--- src/rtl/mesm6_timer.sv ---
// MESM-6 down-counting timer: 48-bit COUNT/LOAD, 16-bit prescaler, expiry flag and level irq.
// Simple two-state bus handshake with a registered one-cycle done pulse.
`timescale 1ns/1ps
module mesm6_timer (
  input  logic        clk,
  input  logic        reset_n,
  input  logic [14:0] addr,
  input  logic        read,
  input  logic        write,
  input  logic [47:0] wdata,
  output logic [47:0] rdata,
  output logic        done,
  output logic        irq
);

  typedef enum logic [0:0] {StIdle, StAck} state_e;

  localparam logic [2:0] AddrCtrl   = 3'd0;
  localparam logic [2:0] AddrLoad   = 3'd1;
  localparam logic [2:0] AddrCount  = 3'd2;
  localparam logic [2:0] AddrStatus = 3'd3;
  localparam logic [2:0] AddrPresc  = 3'd4;

  state_e      state_q;
  logic        en_q, reload_q, ie_q, exp_q;
  logic [47:0] load_q, count_q;
  logic [15:0] presc_q, pcnt_q;

  logic        en_d, exp_d;
  logic [47:0] count_d;
  logic [15:0] pcnt_d;
  logic [47:0] rd_mux;

  logic        accept, wr_any;
  logic        wr_ctrl, wr_load, wr_count, wr_status, wr_presc;
  logic        tick, expire;
  logic        unused_addr;

  assign unused_addr = ^addr[14:3];

  // A request is only taken from IDLE; anything still held during ACK is ignored.
  assign accept    = (state_q == StIdle) && (read || write);
  assign wr_any    = accept && write;
  assign wr_ctrl   = wr_any && (addr[2:0] == AddrCtrl);
  assign wr_load   = wr_any && (addr[2:0] == AddrLoad);
  assign wr_count  = wr_any && (addr[2:0] == AddrCount);
  assign wr_status = wr_any && (addr[2:0] == AddrStatus);
  assign wr_presc  = wr_any && (addr[2:0] == AddrPresc);

  assign tick   = en_q && (pcnt_q == 16'd0);
  assign expire = tick && (count_q == 48'd0);

  assign irq = exp_q & ie_q;

  always_comb begin
    rd_mux = 48'd0;
    case (addr[2:0])
      AddrCtrl:   rd_mux = {45'd0, ie_q, reload_q, en_q};
      AddrLoad:   rd_mux = load_q;
      AddrCount:  rd_mux = count_q;
      AddrStatus: rd_mux = {47'd0, exp_q};
      AddrPresc:  rd_mux = {32'd0, presc_q};
      default:    rd_mux = 48'd0;
    endcase
  end

  // Prescaler restarts from PRESC whenever the timer is switched on.
  always_comb begin
    pcnt_d = pcnt_q;
    if (wr_ctrl && wdata[0] && !en_q) begin
      pcnt_d = presc_q;
    end else if (en_q) begin
      pcnt_d = (pcnt_q == 16'd0) ? presc_q : pcnt_q - 16'd1;
    end
  end

  // CPU writes are applied last so they take precedence over timer activity.
  always_comb begin
    count_d = count_q;
    en_d    = en_q;
    exp_d   = exp_q;
    if (tick) begin
      if (count_q != 48'd0) begin
        count_d = count_q - 48'd1;
      end else if (reload_q) begin
        count_d = load_q;
      end else begin
        en_d = 1'b0;
      end
    end
    if (wr_status && wdata[0]) begin
      exp_d = 1'b0;
    end
    if (expire) begin
      exp_d = 1'b1;
    end
    if (wr_count) begin
      count_d = wdata;
    end
    if (wr_ctrl) begin
      en_d = wdata[0];
    end
  end

  always_ff @(posedge clk or negedge reset_n) begin
    if (!reset_n) begin
      state_q <= StIdle;
      done    <= 1'b0;
      rdata   <= 48'd0;
    end else begin
      unique case (state_q)
        StIdle: begin
          if (read || write) begin
            state_q <= StAck;
            done    <= 1'b1;
            rdata   <= rd_mux;
          end
        end
        StAck: begin
          state_q <= StIdle;
          done    <= 1'b0;
        end
        default: begin
          state_q <= StIdle;
          done    <= 1'b0;
        end
      endcase
    end
  end

  always_ff @(posedge clk or negedge reset_n) begin
    if (!reset_n) begin
      en_q     <= 1'b0;
      reload_q <= 1'b0;
      ie_q     <= 1'b0;
      exp_q    <= 1'b0;
      load_q   <= 48'd0;
      count_q  <= 48'd0;
      presc_q  <= 16'd0;
      pcnt_q   <= 16'd0;
    end else begin
      en_q    <= en_d;
      exp_q   <= exp_d;
      count_q <= count_d;
      pcnt_q  <= pcnt_d;
      if (wr_ctrl) begin
        reload_q <= wdata[1];
        ie_q     <= wdata[2];
      end
      if (wr_load) begin
        load_q <= wdata;
      end
      if (wr_presc) begin
        presc_q <= wdata[15:0];
      end
    end
  end

endmodule

--- config.mk ---
export PLATFORM = sky130hd
export DESIGN_NAME = mesm6_timer
export DESIGN_NICKNAME = d
export VERILOG_FILES = /design/src/rtl/mesm6_timer.sv
export SDC_FILE = /design/constraint.sdc
export NUM_CORES = 1
export LEC_CHECK = 0
export CORE_MARGIN = 5
export CORE_UTILIZATION = 57
export DETAILED_ROUTE_END_ITERATION = 16
export PLACE_DENSITY = 0.8
export SLEW_MARGIN = 20
export SYNTH_ARGS = -nofsm -noshare
export SYNTH_HDL_FRONTEND = slang
export SYNTH_SLANG_ARGS = --single-unit
export TNS_END_PERCENT = 30
--- constraint.sdc ---
create_clock -name clk -period 3.19 [get_ports clk]
set_clock_uncertainty 0.2 [all_clocks]
set_input_delay 0.638 -clock clk [delete_from_list [all_inputs] [get_ports clk]]
set_output_delay 0.638 -clock clk [all_outputs]
set_load 0.005 [all_outputs]
==> results of run 1 <==
## power by group
group	internal, mW	switching, mW	total [mW]
sequential	2.91	0.775	3.68
combinational	1.20	1.17	2.37
clock	1.18	0.908	2.08
## synth_stat cells, drive strengths merged, types with 11 or more instances
library cell,n
nand3,11
nor3,25
clkbuf,58
and3,11
xor2,27
nand2,80
nor2,70
a21oi,61
dfrtp,182
nand4,12
o21ai,137
mux2,68
nor4,26
a22oi,85
mux2i,13
buf,16
## sequential cells by signal, indices dropped and copies added (netlist names)
| register | cells |
|---|---|
| count_q | 48 |
| reload_q | 1 |
| ie_q | 1 |
| done | 1 |
| exp_q | 1 |
| pcnt_q | 16 |
| en_q | 1 |
| load_q | 48 |
| state_q | 1 |
| rdata | 48 |
| presc_q | 16 |
## worst max-delay path: stages, from the launching register on
cell and delay, ps:
dfrtp_1 480, nor4_4 420, nand4_1 230, or3_1 470
or4_1 450, buf_4 250, and3_1 180, a211oi_1 240
## through the flow
| stage | std cells | area [µm²] | power (mW) |
|---|---|---|---|
| 3_5_place_dp | 1305 | 11200 | 6.03 |
| 5_1_grt | 1338 | 11800 | 8.62 |
| 4_1_cts | 1338 | 11800 | 8.12 |
| 2_1_floorplan | 1002 | 9720 | 5.10 |
| 3_3_place_gp | 1305 | 11200 | 5.92 |
| 6_report | 1338 | 11800 | 8.14 |
## timing repair
item | CTS | global route
hold buffers | 1 | 0
hold endpoints to repair | 48 | 0
buffers inserted | 0 | 0
## worst paths after layout
path,startpoint,endpoint,slack (ps),cells after the start
max reg2reg,count_q[23],count_q[24],160,7
max in group asynchronous,reset_n,pcnt_q[11],1520,3
min,state_q,done,250,1
min reg2reg,state_q,done,250,1
min in group asynchronous,reset_n,rdata[14],530,2
max,count_q[23],count_q[24],160,7
## final cells by class
type	instances	area (µm²)
Clock buffer	21	450
Clock inverter	11	126
Fill cell	1254	4850
Inverter	10	37.5
Multi-Input combinational cell	736	4840
Sequential cell	182	4550
Tap cell	220	275
Timing Repair Buffer	158	1510
## per-layer routing
metal	part of all wire, %	up-vias	GRT usage [%]
met3	8.1	65	4.88
met1	44	4219	40.3
met2	46	368	42.9
met4	2.3	0	9.13
met5	0	-	0
li1	-	3900	-
## cell families after synthesis
family | after synthesis | synth area share (%)
multiplexers | 81 | 9.21
AO/OA/AOI/OAI | 325 | 20.5
adder cells (fa/ha/maj) | 4 | 0.515
buffers and inverters | 84 | 3.63
XOR/XNOR | 34 | 3.06
flip-flops | 182 | 46.8
AND/OR/NAND/NOR | 292 | 16.3
==> results by group, run 1 <==
Timing
  – Worst Setup Slack, final: 155 ps
  – Fmax: 330 MHz
  – Relative slew slack: 57.0%
  – Least-Margin Pin Slew: 644 ps
  – Hold Vio Cnt, Final: 0
  – RSZ-0062 raised after global routing: no
  – Setup_tns: 0 ps
  – Hold WS: 253 ps
  – Period utilisation layout: 95.1%
  – Final setup violation count: 0
  – Fin. max-slew vios: 0
  – Final Critical Period: 3030 ps

Clocking
  – Clock Latency Late Sink: 440 ps
  – Clock Sinks: 182
  – Root buffer cell: clkbuf_16
  – Post-CTS Resized: 0
  – TritonCTS buffer count: 17
  – Worst-path clk slew: 70 ps
  – # H-tree levels: 4
  – CTS tree: done
  – Maximum buffer depth of the clock tree: 2

Floorplanning
  – Core ar.: 16600 µm²
  – Row Count: 47
  – Die span in x: 141 µm
  – Initial Utilization: 58.4%
  – IO Count: 117
  – Die footprint: 19800 µm²
  – Die height: 141 µm

Power
  – Pwr Density: 690 nW/µm²
  – Worst IR Drop VDD: 0.454 mV
  – P_leak: 4.83 nW

Yosys
  – Yosys top cell area share: 46.8%
  – Synth Warn #: 0
  – Post-synth ARST share: 100%
  – Cell variety after synth: 60
  – Dominant synthesized flop cell: dfrtp_1
  – Synth top area cells: dfrtp_1 (47%), mux2_2 (7.9%), a22oi_1 (6.6%)
  – Synthesized flop and latch total: 182
  – Cell accounting for the most synthesized area: dfrtp_1
  – EDFF count, synth: 0
  – Sequential area share after synthesis: 46.8%
  – Mapped Area: 9720 µm²
  – Synthesized Nets: 1073
  – Syn avg cell area: 9.70 µm²
  – Post-Synthesis Cells: 1002

Route
  – WL per Instance: 20.5 µm
  – Final WL: 27.4 mm
  – Antenna Violating Nets Remaining: 0
  – Starting DRT DRC Count: 932
  – Vias per cell: 6.39
  – Vias: 8552
  – # DRC: 0
  – DRT Pass-1 Iters: 6

Critical path
  – Setup CP Type: register to register
  – Worst setup SP type: register
  – CP max FO: 21
  – CP arrival: 3170 ps
  – Kind of end point of the critical path: register
  – Worst EP required: 3320 ps

Run
  – Max-cap violations: 0

Global routing
  – GRT Residual Overflow: 0
  – Largest net degree at the start of global routing: 57
  – Tot GR Track Use: 27.9%
  – First-pass GRT wire length: 44.8 mm
  – Initial antenna violation count: 0
  – Vias in the first global route: 8528

Placement
  – Dpl ws: 218 ps
  – Final Wtd Congestion: 0.945
  – DPL Wire Length: 18.8 mm
  – PortBufs: 104

Finish
  – Diode count: 0
  – Layout Nets: 1176
  – Most common cell after layout, fill and taps aside: dfrtp_1
  – Area delta synth->final: 21.3%
  – Util after Layout: 70.9%
  – Most frequent cells in the layout: dfrtp_1 (182), o21ai_0 (105), clkdlybuf4s50_1 (103)
  – Share of layout cells above drive strength 1: 15.9%

Hold path
  – Min-delay worst type: register to register

Outcome
  – Outcome: finished clean
(Power assumes the default switching activity.)
==> run 2: changes to the inputs <==
==> constraint.sdc (replaced) <==
create_clock -name clk -period 2.8 [get_ports clk]
set_clock_uncertainty 0.2 [all_clocks]
set_input_delay 0.56 -clock clk [delete_from_list [all_inputs] [get_ports clk]]
set_output_delay 0.56 -clock clk [all_outputs]
set_load 0.005 [all_outputs]
==> results by group, run 2 (synthesis gave the netlist of run 1 again) <==
Floorplanning
  – Initial Utilization: 58.4% (unchanged)
  – Core ar.: 16600 µm² (unchanged)
  – IO Count: 117 (unchanged)
  – Die span in x: 141 µm (unchanged)
  – Die height: 141 µm (unchanged)
  – Die footprint: 19800 µm² (unchanged)
  – Row Count: 47 (unchanged)

Power
  – Sw Ratio: 34.6% (-0.47 points)
  – Clock power share: 26.9% (+1.3 points)
  – Worst IR Drop VDD: 0.572 mV (+26%)
  – Net Switching: 3.43 mW (+20%)
  – Seq pwr share: 41.3% (-3.9 points)
  – Comb power frac: 31.7% (+2.6 points)
  – Pwr Density: 804 nW/µm² (+17%)
  – Int Pwr: 6.48 mW (+23%)
  – P_leak: 5.15 nW (+6.6%)

Route
  – Vias per cell: 6.51 (+1.8%)
  – Antenna Violating Nets Remaining: 0 (unchanged)
  – DRT Pass-1 Iters: 6 (unchanged)
  – Final WL: 29.7 mm (+8.5%)
  – WL per Instance: 21.4 µm (+4.6%)
  – Starting DRT DRC Count: 1024 (+9.9%)
  – Vias: 9041 (+5.7%)
  – # DRC: 0 (unchanged)

Global routing
  – Tot GR Track Use: 30.2% (+2.3 points)
  – Vias in the first global route: 9059 (+6.2%)
  – GRT Residual Overflow: 0 (unchanged)
  – Initial antenna violation count: 0 (unchanged)
  – Largest net degree at the start of global routing: 59 (+3.5%)
  – First-pass GRT wire length: 48.1 mm (+7.4%)

Timing
  – Fmax: 365 MHz (+11%)
  – Final setup violation count: 0 (unchanged)
  – Fin. max-slew vios: 0 (unchanged)
  – Hold WS: 239 ps (-14.0 ps)
  – Hold Vio Cnt, Final: 0 (unchanged)
  – Least-Margin Pin Slew: 648 ps (+3.73 ps)
  – Final Critical Period: 2740 ps (-293 ps)
  – Period utilisation layout: 97.9% (+2.8 points)
  – Relative slew slack: 56.8% (-0.25 points)

Critical path
  – R2r setup slk: 60 ps (-100 ps)
  – Worst-path cell chain: nor4_4 > nand4_1 > or3_4 > or4_4 > buf_4 > mux2i_1 > a21o_1
  – Max incr delay on CP: 450 ps (-30 ps)
  – CP max FO: 19 (-9.5%)
  – Worst path slowest cell: or4_4
  – Reg2reg start: count_q[24]
  – Worst reg2reg path depth: 7 (unchanged)
  – Worst setup SP type: register
  – Worst R2R End: count_q[46]
  – Worst EP required: 2930 ps (-390 ps)
  – CP arrival: 2870 ps (-300 ps)
  – Setup CP Type: register to register
  – Kind of end point of the critical path: register

Run
  – Max-cap violations: 0 (unchanged)

Clocking
  – CTS tree: done
  – Clock Sinks: 182 (unchanged)
  – Worst-path clk slew: 70 ps (about the same)
  – # H-tree levels: 4 (unchanged)
  – Maximum buffer depth of the clock tree: 2 (unchanged)
  – Clock Latency Late Sink: 440 ps (about the same)
  – Root buffer cell: clkbuf_16
  – TritonCTS buffer count: 17 (unchanged)

Placement
  – Final Wtd Congestion: 0.958 (+1.4%)
  – Placed cell count: 1355 (+3.8%)
  – DPL Wire Length: 20.3 mm (+8.1%)
  – PortBufs: 104 (unchanged)

Outcome
  – Outcome: finished clean

Hold path
  – Hold path depth: 1 (unchanged)
  – Min-delay worst type: register to register
  – Hold EP: done
  – Hold_sp: state_q

Finish
  – Layout Nets: 1227 (+4.3%)
  – Most frequent cells in the layout: dfrtp_1 (180), o21ai_0 (103), clkdlybuf4s50_1 (103)
  – Area delta synth->final: 26.9%
  – Diode count: 0 (unchanged)
  – Most common cell after layout, fill and taps aside: dfrtp_1
  – Regs by FF count: count_q x48, load_q x48, rdata x48
  – Post-route non-filler standard cell count: 1389 (+3.8%)
  – Share of layout cells above drive strength 1: 20.4% (+4.4 points)
  – Fillcell total: 1164 (-7.2%)
[run 2: cell count changes in the layout (fill, tap and decap cells not counted), moves of 3 or more]
cell,before,now
buf_4,48,94
clkbuf_8,1,5
buf_12,5,8
clkbuf_1,3,0
[run 2: routing by layer]
layer | part of all wire (%) | track usage [%]
met1 | 41 | 41.6
met2 | 47 | 47.6
met3 | 9.2 | 6.87
met4 | 2.6 | 9.99
met5 | 0 | 0
[run 2: power groups by stage]
stage / logic [mW] / clock network [mW] / registers (mW)
finish: 3.15 / 2.67 / 4.10
global route: 3.46 / 2.81 / 4.19
CTS: 3.11 / 2.69 / 4.06
detailed placement: 3.05 / 0 / 4.09
global placement: 2.93 / 0 / 4.04
floorplan: 1.93 / 0 / 3.88
[run 2: area by class of cell]
class | instances | area, µm² | area share [%]
multi-input combinational | 736 | 4860 | 39.4
sequential | 182 | 4560 | 36.9
timing repair buffer | 209 | 1940 | 15.7
clock buffer | 22 | 494 | 4.01
tap | 220 | 275 | 2.23
clock inverter | 10 | 166 | 1.35
inverter | 10 | 37.5 | 0.304
[run 2: stage by stage]
step | setup slack [ps] | instance area (µm²) | setup TNS (ps) | utilization [%] | power, mW
after global placement | 15.2 | 11600 | 0 | 69.8 | 6.97
after floorplan | 93.6 | 9720 | 0 | - | 5.81
after detailed placement | -18.0 | 11600 | -33.1 | 69.8 | 7.14
after CTS | 8.96 | 12300 | 0 | 73.9 | 9.86
final | 58.1 | 12300 | 0 | 74.1 | 9.92
after global routing | -0.688 | 12300 | -0.688 | 74.1 | 10.5
[run 2: worst max-delay path by stage]
stage                     slack [ps]           to  cells after the start   startpoint
after floorplan                   90  count_q[11]                      8      addr[1]
after global placement            20  count_q[28]                      8      addr[1]
after detailed placement         -20  count_q[24]                      8      addr[1]
after CTS                          9  count_q[20]                      7  count_q[23]
after global routing            -0.7  count_q[20]                      7  count_q[24]
final                             60  count_q[46]                      7  count_q[24]
[run 2: critical path: cells and delay by family, from the launching register on]
kind / cells / cell delay, ps
mux: 1 / 160
simple gates: 4 / 1450
buf+inv: 1 / 240
compound gates: 1 / 170
flops: 1 / 400
[run 2: timing repair]
action / CTS / global route
resized for setup: 2 / 9
pin swaps: 0 / 2
endpoints found under the hold margin: 55 / 0
buffers inserted: 0 / 1
setup endpoints to repair: 2 / 34
hold buffers: 1 / 0
